`src/rtl/operand_loader.sv`:
```
// Operand front end: syncs switch byte and buttons, debounces, assembles two 16-bit operands.
// Build option OPLOAD_HOLD_EN: once all four bytes are loaded, set presses are ignored until a clear.
module operand_loader_btn #(
  parameter int DEBOUNCE_CYCLES = 250000,
  parameter int CNT_W           = 18
) (
  input  logic clk,
  input  logic rst_n,
  input  logic din,
  output logic press
);
  logic [1:0]       sync;
  logic             lvl, lvl_q;
  logic [CNT_W-1:0] cnt;

  always_ff @(posedge clk or negedge rst_n) begin
    if (!rst_n) begin
      sync  <= '0;
      lvl   <= 1'b0;
      lvl_q <= 1'b0;
      press <= 1'b0;
      cnt   <= '0;
    end else begin
      sync  <= {sync[0], din};
      lvl_q <= lvl;
      press <= lvl & ~lvl_q;
      // Level flips only after DEBOUNCE_CYCLES consecutive disagreeing samples.
      if (sync[1] == lvl) begin
        cnt <= '0;
      end else if (cnt == CNT_W'(DEBOUNCE_CYCLES - 1)) begin
        lvl <= ~lvl;
        cnt <= '0;
      end else begin
        cnt <= cnt + 1'b1;
      end
    end
  end
endmodule

module operand_loader #(
  parameter int DEBOUNCE_CYCLES = 250000,
  parameter int CNT_W           = 18
) (
  input  logic        clk,
  input  logic        rst_n,
  input  logic [7:0]  inp,
  input  logic        set_btn,
  input  logic        clear_btn,
  output logic [15:0] num_a,
  output logic [15:0] num_b,
  output logic [1:0]  byte_idx,
  output logic        operands_valid,
  output logic        load_pulse
);
  typedef enum logic [2:0] {LD_A_LO, LD_A_HI, LD_B_LO, LD_B_HI, DONE} state_t;

  state_t          state;
  logic [1:0][7:0] inp_sync;
  logic [1:0]      ev;
  logic            set_ev, clr_ev;

  operand_loader_btn #(
    .DEBOUNCE_CYCLES(DEBOUNCE_CYCLES),
    .CNT_W          (CNT_W)
  ) u_btn [1:0] (
    .clk  (clk),
    .rst_n(rst_n),
    .din  ({clear_btn, set_btn}),
    .press(ev)
  );

  assign set_ev = ev[0];
  assign clr_ev = ev[1];

  always_ff @(posedge clk or negedge rst_n) begin
    if (!rst_n) inp_sync <= '0;
    else        inp_sync <= {inp_sync[0], inp};
  end

  always_ff @(posedge clk or negedge rst_n) begin
    if (!rst_n) begin
      state          <= LD_A_LO;
      num_a          <= '0;
      num_b          <= '0;
      byte_idx       <= 2'd0;
      operands_valid <= 1'b0;
      load_pulse     <= 1'b0;
    end else begin
      load_pulse <= 1'b0;
      // Clear has priority over a coincident set press.
      if (clr_ev) begin
        state          <= LD_A_LO;
        num_a          <= '0;
        num_b          <= '0;
        byte_idx       <= 2'd0;
        operands_valid <= 1'b0;
      end else if (set_ev) begin
        case (state)
          LD_A_LO: begin
            num_a[7:0] <= inp_sync[1];
            state      <= LD_A_HI;
            byte_idx   <= 2'd1;
            load_pulse <= 1'b1;
          end
          LD_A_HI: begin
            num_a[15:8] <= inp_sync[1];
            state       <= LD_B_LO;
            byte_idx    <= 2'd2;
            load_pulse  <= 1'b1;
          end
          LD_B_LO: begin
            num_b[7:0] <= inp_sync[1];
            state      <= LD_B_HI;
            byte_idx   <= 2'd3;
            load_pulse <= 1'b1;
          end
          LD_B_HI: begin
            num_b[15:8]    <= inp_sync[1];
            state          <= DONE;
            byte_idx       <= 2'd0;
            operands_valid <= 1'b1;
            load_pulse     <= 1'b1;
          end
          DONE: begin
`ifdef OPLOAD_HOLD_EN
            state <= DONE;
`else
            // Restart: new A_LO, the rest is kept until overwritten.
            num_a[7:0]     <= inp_sync[1];
            state          <= LD_A_HI;
            byte_idx       <= 2'd1;
            operands_valid <= 1'b0;
            load_pulse     <= 1'b1;
`endif
          end
          default: state <= LD_A_LO;
        endcase
      end
    end
  end
endmodule
```
`config.mk`:
```
export PLATFORM = sky130hd
export DESIGN_NAME = operand_loader
export DESIGN_NICKNAME = d
export VERILOG_FILES = /design/src/rtl/operand_loader.sv
export SDC_FILE = /design/constraint.sdc
export NUM_CORES = 1
export LEC_CHECK = 0
export ABC_AREA = 1
export BUFFER_PORTS_ARGS = -buffer_cell sky130_fd_sc_hd__buf_2
export CORE_MARGIN = 4
export CORE_UTILIZATION = 55
export CTS_BUF_LIST = sky130_fd_sc_hd__clkbuf_2 sky130_fd_sc_hd__clkbuf_4 sky130_fd_sc_hd__clkbuf_8
export CTS_CLUSTER_SIZE = 14
export DETAILED_ROUTE_END_ITERATION = 10
export PLACE_DENSITY = 0.8
export SETUP_SLACK_MARGIN = 0.3
export SLEW_MARGIN = 5
export SYNTH_ARGS = -nofsm -noshare
export SYNTH_HDL_FRONTEND = slang
export SYNTH_SLANG_ARGS = --single-unit
```
`constraint.sdc`:
```
create_clock -name clk -period 1.5 [get_ports clk]
set_input_delay 0.3 -clock clk [delete_from_list [all_inputs] [get_ports clk]]
set_output_delay 0.3 -clock clk [all_outputs]
set_load 0.01 [all_outputs]
```
==> impl_results.md <==
* Final Setup Violations at 1
* Req. time, crit path at 1.81 ns
* Avg Inst Size Synth at 9.13 um^2
* Startpoint Class: register
* Tcrit/Tclk final at 105%
* Share of cells above drive strength 1 at 46.4%
* Worst-path clk slew at 0.11 ns
* Post-Syn Instances at 472
* Clock Path Buffers at 2
* Num Clock Sinks at 101
* Largest net degree at the start of global routing at 48
* Die Area at 9310 um^2
* Lkg Pwr at 0.00301 uW
* Post-Place Cell Area at 4710 um^2
* Failing checks: negative setup slack
* Status: finished with violations
* Netlist cell types at 29
* Number of max-cap violations at 0
* Critical Path Sink Type: register
* HPWL after DPL at 6210 um
* Synth warnings at 0
* Vias in the first global route at 3322
* FMAX at 636 MHz
* Fin Hold WS at 0.0115 ns
* Sequential element share of the synthesized area at 58.7%
* Min-Delay Path Class: in2reg
* WL/cell at 19.7 um
* All-Layer GR Usage at 22.1%
* RSZ-0062 raised after global routing: yes
* CTS tree: done
* Largest area contributor in the netlist: dfrtp_1
* VDD IR max at 0.525 mV
* Chip width at 96.5 um
* Antenna violations before repair at 0
* Io pins at 48
* Worst Tran Pin Value at 0.394 ns
* TritonCTS Buffers at 9
* Final Power at 4930 uW
* Final Slew Violations at 0
* Die Height at 96.5 um
* Worst-skew pair later-pin latency at 0.40 ns
* Arr. time, crit path at 1.89 ns
* First-pass GRT wire length at 15700 um
* Area grow syn2layout at 44.6%
* Flops & latches, synth at 101
* Design area at 6230 um^2
* WP buf/inv at 1
* Setup WS post-layout at -0.0720 ns
* Vias/cell at 5.77
* Cell Rows at 32
* H-tree levels at 3
* Relative slew slack at 73.6%
* # diodes at 0
* Core Area at 7690 um^2
* R2r setup slk at -0.07 ns
* Initial DRC count at 338
* Post-synth top area share at 58.7%
* Final min period at 1.57 ns
* Worst path slowest cell: dfrtp_2
* Syn nets at 486
* WL final at 14100 um
* Clock skew at 0.0228 ns
* Vias at 4144
* CP Max Fanout at 4
* Grt total ovfl at 0
* Commonest non-fill, non-tap cells in the layout: 87 x dfrtp_1, 70 x buf_4, 62 x nor2_1, 61 x nand2_1, 45 x inv_1
* Starting Density at 56.0%
* Post-synth design cell area at 4310 um^2
* Crit Path Class: reg2reg
* ANT nets after route at 0
* Pwr/cell area at 791 nW/um^2
* Synth top area cells: dfrtp_1 59%, nor2_1 7.5%, nand2_1 6.4%
* Drt first pass iters at 5
* Worst path max stage delay at 0.42 ns
* CTS Root Cell: clkbuf_8
* Fin nets at 625
* GP Congestion at 0.906
* Final hold vios at 0
* Crit path cell chain: buf_4 -> nand2_1 -> nor2_1 -> nand2_1 -> o21ai_1 -> nand3_1 -> nor2_1
* Count of input and output buffers at 47
* Commonest non-fill, non-tap cell in the layout: dfrtp_1
* Residual DRC count at 0
* Worst path top cell family by delay: simple AND/OR/NAND/NOR gates
cells in the mapped netlist, drive strengths merged:
library cell and instances:
a21oi 5, buf 4, clkbuf 2, dfrtp 101, ha 2, inv 55
nand2 81, nand3 48, nand3b 1, nand4 4, nor2 96, nor3 5
nor3b 3, o211ai 1, o21ai 45, o21bai 1, xnor2 4, xor2 14
worst paths after layout:
check                            startpoint                to  depth (start not counted)
setup / recovery           u_btn[0].cnt[13]  u_btn[0].cnt[15]                          7
hold / removal                       inp[2]       inp_sync[2]                          1
setup reg to reg           u_btn[0].cnt[13]  u_btn[0].cnt[15]                          7
hold reg to reg            u_btn[0].sync[0]  u_btn[0].sync[1]                          0
max in group asynchronous             rst_n  u_btn[1].cnt[11]                          3
min in group asynchronous             rst_n          num_b[8]                          2
routing by layer:
layer  global-route usage, %  up-vias  share of wire [%]
met5                       0        -                  0
met4                    8.88        0                7.5
met3                    4.03       97                7.6
met2                    37.6      268                 49
met1                    28.1     1994                 35
li1                        -     1785                  -
registers in the layout, indices dropped and copies added, names as in the netlist:
register / cells
inp_sync: 16
load_pulse: 1
num_b: 16
byte_idx: 2
u_btn.cnt: 36
operands_valid: 1
state: 3
u_btn.lvl: 2
u_btn.sync: 4
u_btn.press: 2
num_a: 16
u_btn.lvl_q: 2
power by group:
part	internal [uW]	total (uW)	switching, uW
clock	815	1900	1080
sequential	2760	2790	31.8
combinational	90.9	239	148
cells by family (layout without fill, tap and decap cells):
group | Yosys count | in the layout | synth area share [%]
xor gates and xnor gates | 18 | 18 | 3.83
and+or+nand+nor | 238 | 241 | 25.2
AOI/OAI and AO/OA | 52 | 53 | 6.24
adders and majority gates | 2 | 2 | 0.581
buffers and inverters | 61 | 201 | 5.49
DFF | 101 | 101 | 58.7
stage by stage:
step | utilization, % | setup TNS, ns | setup WS [ns] | instances
4_1_cts | 71.0 | 0 | 0.156 | 672
3_3_place_gp | 61.3 | 0 | 0.178 | 619
2_1_floorplan | - | 0 | 0.291 | 472
3_5_place_dp | 61.3 | 0 | 0.117 | 619
5_1_grt | 81.0 | -0.0933 | -0.0596 | 718
6_report | 81.0 | -0.0720 | -0.0720 | 718
cell type report:
class / instances / area (um^2)
flip-flops and latches: 101 / 2540
repair buffers: 130 / 976
fillers: 390 / 1460
well taps: 102 / 128
inverters: 55 / 219
clock buffers: 9 / 124
multi-input cells: 314 / 2140
clock inverters: 7 / 92.6
timing repair:
action                                  4_1_cts  5_1_grt
cloned                                        2        2
resized for setup                            61      112
pin swaps                                    20       36
hold buffers                                  1        0
endpoints found under the setup margin      102      110
hold endpoints to repair                     16        0
buffers inserted                             34       44
No activity file was read; power rests on OpenSTA's default activity.
